**src/rtl/dm_map_pkg.sv**
```systemverilog
// Shared constants for the data-memory variable region and the slot-search FSM
// state type, used by both the forward mapping and the reverse lookup.
package dm_map_pkg;

    localparam int DM_VAR_BASE  = 72;
    localparam int DM_VAR_SLOTS = 32;
    localparam int DM_BANK_SIZE = 16;

    typedef enum logic [1:0] {
        IDLE = 2'd0,
        SCAN = 2'd1,
        DONE = 2'd2
    } srch_state_t;

    // Data-memory address of a variable slot; region never exceeds 10 bits.
    function automatic logic [9:0] slot_addr(input logic [5:0] idx, input int base);
        return 10'(base) + {4'd0, idx};
    endfunction

endpackage

```
**src/rtl/dm_slot_search_if.sv**
```systemverilog
// Request/result and data-memory read-port signals of the slot search engine.
interface dm_slot_search_if #(parameter int W = 8);

    logic         Start;
    logic [W-1:0] Key;
    logic [9:0]   MemAddr;
    logic         MemRdEn;
    logic [W-1:0] MemData;
    logic         Busy;
    logic         Done;
    logic         Found;
    logic [W-1:0] MuxReg;
    logic [W-1:0] EntryReg;

    modport master (
        output Start, Key, MemData,
        input  MemAddr, MemRdEn, Busy, Done, Found, MuxReg, EntryReg
    );

    modport slave (
        input  Start, Key, MemData,
        output MemAddr, MemRdEn, Busy, Done, Found, MuxReg, EntryReg
    );

endinterface

```
**src/rtl/dm_slot_search.sv**
```systemverilog
// Reverse lookup: walks the 32 variable slots through the data-memory read port
// and returns the (bank, entry) pair of the lowest slot holding the key.
module dm_slot_search
    import dm_map_pkg::*;
#(
    parameter int W     = 8,
    parameter int BASE  = DM_VAR_BASE,
    parameter int SLOTS = DM_VAR_SLOTS
) (
    input  logic              Clk,
    input  logic              Reset,
    dm_slot_search_if.slave   bus
);

    localparam logic [5:0] SLOTS_IDX = 6'(SLOTS);
    localparam logic [5:0] LAST_IDX  = 6'(SLOTS - 1);

    srch_state_t  state_r, state_s;
    logic [W-1:0] key_r, key_s;
    logic [5:0]   idx_r, idx_s;
    logic         cmp_valid_r, cmp_valid_s;
    logic [5:0]   cmp_idx_r, cmp_idx_s;
    logic         found_r, found_s;
    logic         mux_r, mux_s;
    logic [3:0]   entry_r, entry_s;
    logic         issue_s;

    // State and datapath registers.
    always_ff @(posedge Clk or posedge Reset) begin
        if (Reset) begin
            state_r     <= IDLE;
            key_r       <= '0;
            idx_r       <= 6'd0;
            cmp_valid_r <= 1'b0;
            cmp_idx_r   <= 6'd0;
            found_r     <= 1'b0;
            mux_r       <= 1'b0;
            entry_r     <= 4'd0;
        end else begin
            state_r     <= state_s;
            key_r       <= key_s;
            idx_r       <= idx_s;
            cmp_valid_r <= cmp_valid_s;
            cmp_idx_r   <= cmp_idx_s;
            found_r     <= found_s;
            mux_r       <= mux_s;
            entry_r     <= entry_s;
        end
    end

    assign issue_s = (state_r == SCAN) && (idx_r < SLOTS_IDX);

    // Next-state, read issue and compare pipeline.
    always_comb begin
        state_s     = state_r;
        key_s       = key_r;
        idx_s       = idx_r;
        cmp_valid_s = 1'b0;
        cmp_idx_s   = cmp_idx_r;
        found_s     = found_r;
        mux_s       = mux_r;
        entry_s     = entry_r;
        case (state_r)
            IDLE: begin
                if (bus.Start) begin
                    state_s   = SCAN;
                    key_s     = bus.Key;
                    idx_s     = 6'd0;
                    cmp_idx_s = 6'd0;
                    found_s   = 1'b0;
                    mux_s     = 1'b0;
                    entry_s   = 4'd0;
                end else begin
                    state_s = IDLE;
                end
            end
            SCAN: begin
                if (issue_s) begin
                    idx_s       = idx_r + 6'd1;
                    cmp_valid_s = 1'b1;
                    cmp_idx_s   = idx_r;
                end else begin
                    cmp_valid_s = 1'b0;
                end
                // A hit or the last slot's miss ends the scan; reads in flight are dropped.
                if (cmp_valid_r && (bus.MemData == key_r)) begin
                    state_s     = DONE;
                    cmp_valid_s = 1'b0;
                    found_s     = 1'b1;
                    mux_s       = cmp_idx_r[4];
                    entry_s     = cmp_idx_r[3:0];
                end else if (cmp_valid_r && (cmp_idx_r == LAST_IDX)) begin
                    state_s     = DONE;
                    cmp_valid_s = 1'b0;
                    found_s     = 1'b0;
                end else begin
                    state_s = SCAN;
                end
            end
            DONE: begin
                state_s = IDLE;
                idx_s   = 6'd0;
            end
            default: begin
                state_s = IDLE;
            end
        endcase
    end

    assign bus.MemRdEn  = issue_s;
    assign bus.MemAddr  = issue_s ? slot_addr(idx_r, BASE) : 10'd0;
    assign bus.Busy     = (state_r == SCAN) || (state_r == DONE);
    assign bus.Done     = (state_r == DONE);
    assign bus.Found    = found_r;
    assign bus.MuxReg   = {{(W-1){1'b0}}, mux_r};
    assign bus.EntryReg = {{(W-4){1'b0}}, entry_r};

endmodule

```
**src/flat_wrapper.sv**
```systemverilog
// flat-port wrapper written by rule: the top's interface ports become plain ports
module dm_slot_search_flat import dm_map_pkg::*;
#(
    parameter int W     = 8,
    parameter int BASE  = DM_VAR_BASE,
    parameter int SLOTS = DM_VAR_SLOTS
)
  (Clk, Reset, bus_Start, bus_Key, bus_MemData, bus_MemAddr, bus_MemRdEn, bus_Busy, bus_Done, bus_Found, bus_MuxReg, bus_EntryReg);
  dm_slot_search_if #(.W(W)) bus_i ();
  input  logic Clk;
  input  logic Reset;
  input wire logic [$bits(bus_i.Start)-1:0] bus_Start;
  input wire logic [$bits(bus_i.Key)-1:0] bus_Key;
  input wire logic [$bits(bus_i.MemData)-1:0] bus_MemData;
  output wire logic [$bits(bus_i.MemAddr)-1:0] bus_MemAddr;
  output wire logic [$bits(bus_i.MemRdEn)-1:0] bus_MemRdEn;
  output wire logic [$bits(bus_i.Busy)-1:0] bus_Busy;
  output wire logic [$bits(bus_i.Done)-1:0] bus_Done;
  output wire logic [$bits(bus_i.Found)-1:0] bus_Found;
  output wire logic [$bits(bus_i.MuxReg)-1:0] bus_MuxReg;
  output wire logic [$bits(bus_i.EntryReg)-1:0] bus_EntryReg;
  assign bus_i.Start = bus_Start;
  assign bus_i.Key = bus_Key;
  assign bus_i.MemData = bus_MemData;
  assign bus_MemAddr = bus_i.MemAddr;
  assign bus_MemRdEn = bus_i.MemRdEn;
  assign bus_Busy = bus_i.Busy;
  assign bus_Done = bus_i.Done;
  assign bus_Found = bus_i.Found;
  assign bus_MuxReg = bus_i.MuxReg;
  assign bus_EntryReg = bus_i.EntryReg;
  dm_slot_search #(.W(W), .BASE(BASE), .SLOTS(SLOTS)) u_core (.Clk(Clk), .Reset(Reset), .bus(bus_i));
endmodule
```
**config.mk**
```make
export PLATFORM = sky130hd
export DESIGN_NAME = dm_slot_search_flat
export DESIGN_NICKNAME = d
export VERILOG_FILES = /design/src/rtl/dm_map_pkg.sv /design/src/rtl/dm_slot_search_if.sv /design/src/rtl/dm_slot_search.sv /design/src/flat_wrapper.sv
export SDC_FILE = /design/constraint.sdc
export NUM_CORES = 1
export LEC_CHECK = 0
export ABC_CLOCK_PERIOD_IN_PS = 1700
export CORE_ASPECT_RATIO = 1.25
export CORE_MARGIN = 2
export CORE_UTILIZATION = 40
export CTS_CLUSTER_SIZE = 16
export DETAILED_ROUTE_END_ITERATION = 7
export PLACE_DENSITY = 0.73
export RECOVER_POWER = 100
export SLEW_MARGIN = 20
export SYNTH_ARGS = -nofsm -noshare
export SYNTH_HDL_FRONTEND = slang
export SYNTH_SLANG_ARGS = --single-unit
```
**constraint.sdc**
```tcl
create_clock -name Clk -period 1.7 [get_ports Clk]
set_clock_uncertainty 0.05 [all_clocks]
set_input_delay 0.34 -clock Clk [delete_from_list [all_inputs] [get_ports Clk]]
set_output_delay 0.34 -clock Clk [all_outputs]
set_load 0.05 [all_outputs]
```
==> results.toml <==
[outcome]
outcome = "finished, violations left"
violations_in_the_final_reports = "negative setup slack"

[setup_path]
r2r_start = "u_core.state_r[0]"
r2r_cells = 7
crit_fanout = 6
end_kind = "output port"
data_arrival_time_at_the_worst_slack_endpoint_ns = 1.47
rr_endpoint = "u_core.idx_r[3]"
required_ns = 1.31
regToRegSetupSlack_ns = 0
kind_of_critical_path = "flop to output port"
critical_path.startpoint_type = "flop"

[yosys]
synth_async_sr_flop_share_pct = 100
synth-warning-count = 0
synth_enable_flop_cells = 0
primary_flip_flop_cell_chosen_by_synthesis_mapping = "sky130_fd_sc_hd__dfrtp_1"
sequential_to_total_area_share_from_yosys_stat_pct = 45.7
avgSynthCellArea_um2 = 10.6
synthCells = 150
synth_cell_types = 33
yosys_register_bits = 29
synth.cell_area_um2 = 1590

[cells_and_area]
share_of_post_route_cells_with_drive_strength_above_1_pct = 34.1
final_core_utilization_pct = 62.3
area.growth.synth_to_final_pct = 48.3
layout.cell_area.non_filler_um2 = 2360
antenna-diode-count = 0
final_nets = 234

[placement]
placement.io_buffers = 35
gp_congestion = 0.864
detailedPlacementHpwl_mm = 2.90
placement.cell_area_um2 = 2200

[floorplanning]
die_area_um2 = 4500
io_pins = 49
floorplan.die.height_um = 74.5
fp.coreArea_um2 = 3780
initial_utilization_pct = 42.0
die_w_um = 60.4
rows = 25

[grt]
first_global_vias = 1274
global_route.overflow_total = 0
antenna_found_initial = 0
grt_max_degree = 30
groute.layer.met3.usage_pct = 4.35
grt.total_usage_pct = 18.7
grt_pass1_wl_mm = 6.05
grtUsageMet1_pct = 22.1
global_route.peak_usage_layer = "met2"
grt.met2_usage_pct = 31.4

[clock_tree]
clock_tree.root_cell = "sky130_fd_sc_hd__clkbuf_8"
clkLatencyLatePin_ns = 0.28
htree_num_levels = 2
tritoncts = "built"
cts_buffers = 5
cts.clk_slew.worst_paths_ns = 0.06
clock_path_buffers = 2
clock_sink_count = 29

[power_and_ir_drop]
max-vdd-ir-drop_mv = 1.36
cellLeakagePower_nw = 1.11
power_density_nw_per_um2 = 1970
p_total_mw = 4.64

[sta]
final-hold-violation-count = 0
maxSlewViolCount = 0
final_cycle_share_pct = 109
maxSlewHeadroom_pct = 50.6
worstMarginPinSlew_ns = 0.741
final.setup.worst_slack_ns = -0.156
finalWorstPathRequiredPeriod_ns = 1.86
rsz0062_at_grt = "true"
finalSetupViolations = 10
setup-tns-final_ns = -1.03
maxClockFrequency_ghz = 0.539

[route]
via_count = 1264
ant_nets = 0
route.final.wire_length_mm = 3.92
routedWlPerCell_um = 15.0
drt-initial-drc-count = 46
drt_first_pass_iters = 4
route.detailed.drc = 0
route.detailed.vias_per_inst = 4.82

[run]
max-cap-violations = 0

[min_path]
hold-path-cell-count = 1
hold_end = "u_core.cmp_idx_r[5]"
timing.hold.worst.class = "flop to flop"
hold_start = "u_core.cmp_idx_r[5]"
worst max-delay path, stage by stage (launching register included):
cell	delay (ns)
sky130_fd_sc_hd__dfrtp_1	0.40
sky130_fd_sc_hd__inv_2	0.09
sky130_fd_sc_hd__ha_4	0.17
sky130_fd_sc_hd__clkinv_8	0.07
sky130_fd_sc_hd__nor2_4	0.15
sky130_fd_sc_hd__and2_4	0.18
sky130_fd_sc_hd__buf_12	0.13
how the worst max path moves through the flow:
stage / startpoint / end / slack (ns) / depth (start not counted)
2_1_floorplan: u_core.state_r[1] / bus_MemAddr[0] / -0.09 / 5
3_3_place_gp: bus_MemData[5] / u_core.mux_r / -0.29 / 6
3_5_place_dp: bus_MemData[6] / u_core.entry_r[1] / -0.37 / 6
4_1_cts: u_core.state_r[1] / bus_MemAddr[2] / -0.16 / 6
5_1_grt: u_core.state_r[1] / bus_MemAddr[0] / -0.21 / 6
6_report: u_core.state_r[1] / bus_MemAddr[0] / -0.16 / 6
cells by family (layout without fill, tap and decap cells):
logic type / after synthesis / in the layout / synth area share, %
fa+ha+maj: 7 / 7 / 5.51
compound gates: 24 / 24 / 11.9
simple gates: 47 / 47 / 15.7
xor+xnor: 11 / 11 / 6.06
other cells: 1 / 13 / 0.236
flops: 29 / 29 / 45.7
buf+inv: 22 / 68 / 8.58
mux: 9 / 9 / 6.30
cell usage in the layout (no fill, tap or decap), types with 5 or more instances in the layout:
cell                               n
sky130_fd_sc_hd__dfrtp_1          28
sky130_fd_sc_hd__buf_4            17
sky130_fd_sc_hd__clkdlybuf4s50_1  14
sky130_fd_sc_hd__conb_1           13
sky130_fd_sc_hd__nand2_1          12
sky130_fd_sc_hd__buf_12           12
sky130_fd_sc_hd__a22o_1            8
sky130_fd_sc_hd__mux2_2            8
sky130_fd_sc_hd__nor2_1            8
sky130_fd_sc_hd__xor2_1            7
sky130_fd_sc_hd__o21ai_0           7
sky130_fd_sc_hd__clkbuf_8          6
sky130_fd_sc_hd__clkbuf_1          6
sky130_fd_sc_hd__and2_4            5
area by class of cell:
class | count | area [um^2]
Sequential cell | 29 | 727
Multi-Input combinational cell | 111 | 846
Timing Repair Buffer | 55 | 596
Clock buffer | 7 | 86.3
Inverter | 6 | 35.0
Tap cell | 54 | 67.6
Fill cell | 328 | 1430
registers in the layout, summed over array words and instances, names as in the netlist:
register / count
u_core.key_r: 8
u_core.cmp_idx_r: 6
u_core.idx_r: 6
u_core.entry_r: 4
u_core.state_r: 2
u_core.bus.Found: 1
u_core.cmp_valid_r: 1
u_core.mux_r: 1
layer usage:
metal  part of all wire (%)  routed length [um]
met5                      0                   0
met2                     56                2180
met3                    2.8                 110
met4                    1.8                  70
met1                     40                1560
per-stage QoR:
step,setup slack (ns),cells,hold slack [ns]
2_1_floorplan,-0.0939,162,0.368
3_3_place_gp,-0.285,249,0.432
3_5_place_dp,-0.370,249,0.432
4_1_cts,-0.164,260,0.406
5_1_grt,-0.211,262,0.481
6_report,-0.156,262,0.448
where the power goes:
part / internal, mW / switching, mW / total (mW)
combinational: 1.34 / 1.52 / 2.85
clock: 0.320 / 0.248 / 0.569
sequential: 0.966 / 0.250 / 1.22
total: 2.62 / 2.01 / 4.64
timing repair:
action,CTS,global route
endpoints found under the hold margin,0,0
resized for setup,6,11
setup endpoints to repair,20,31
setup buffers,4,2
pin swaps,6,11
hold buffers,0,0
synth_stat cells, drive strengths merged, types with 2 or more instances:
| library cell | number | share of area [%] |
|---|---|---|
| dfrtp | 29 | 46 |
| buf | 15 | 6.9 |
| nand2 | 13 | 3.1 |
| nor2 | 10 | 2.4 |
| a22o | 8 | 4.4 |
| mux2 | 8 | 5.7 |
| ha | 7 | 5.5 |
| o21ai | 7 | 2.2 |
| xor2 | 7 | 3.9 |
| and2 | 6 | 2.4 |
| inv | 5 | 1.2 |
| nor3 | 5 | 2.2 |
| xnor2 | 4 | 2.2 |
| a22oi | 3 | 1.4 |
| nand3 | 3 | 0.94 |
| nand4 | 3 | 1.2 |
| a21oi | 2 | 0.63 |
| and4 | 2 | 1.2 |
| nor2b | 2 | 0.95 |
| o2111ai | 2 | 1.5 |
| or2b | 2 | 1.1 |
No activity file was read; power rests on OpenSTA's default activity.
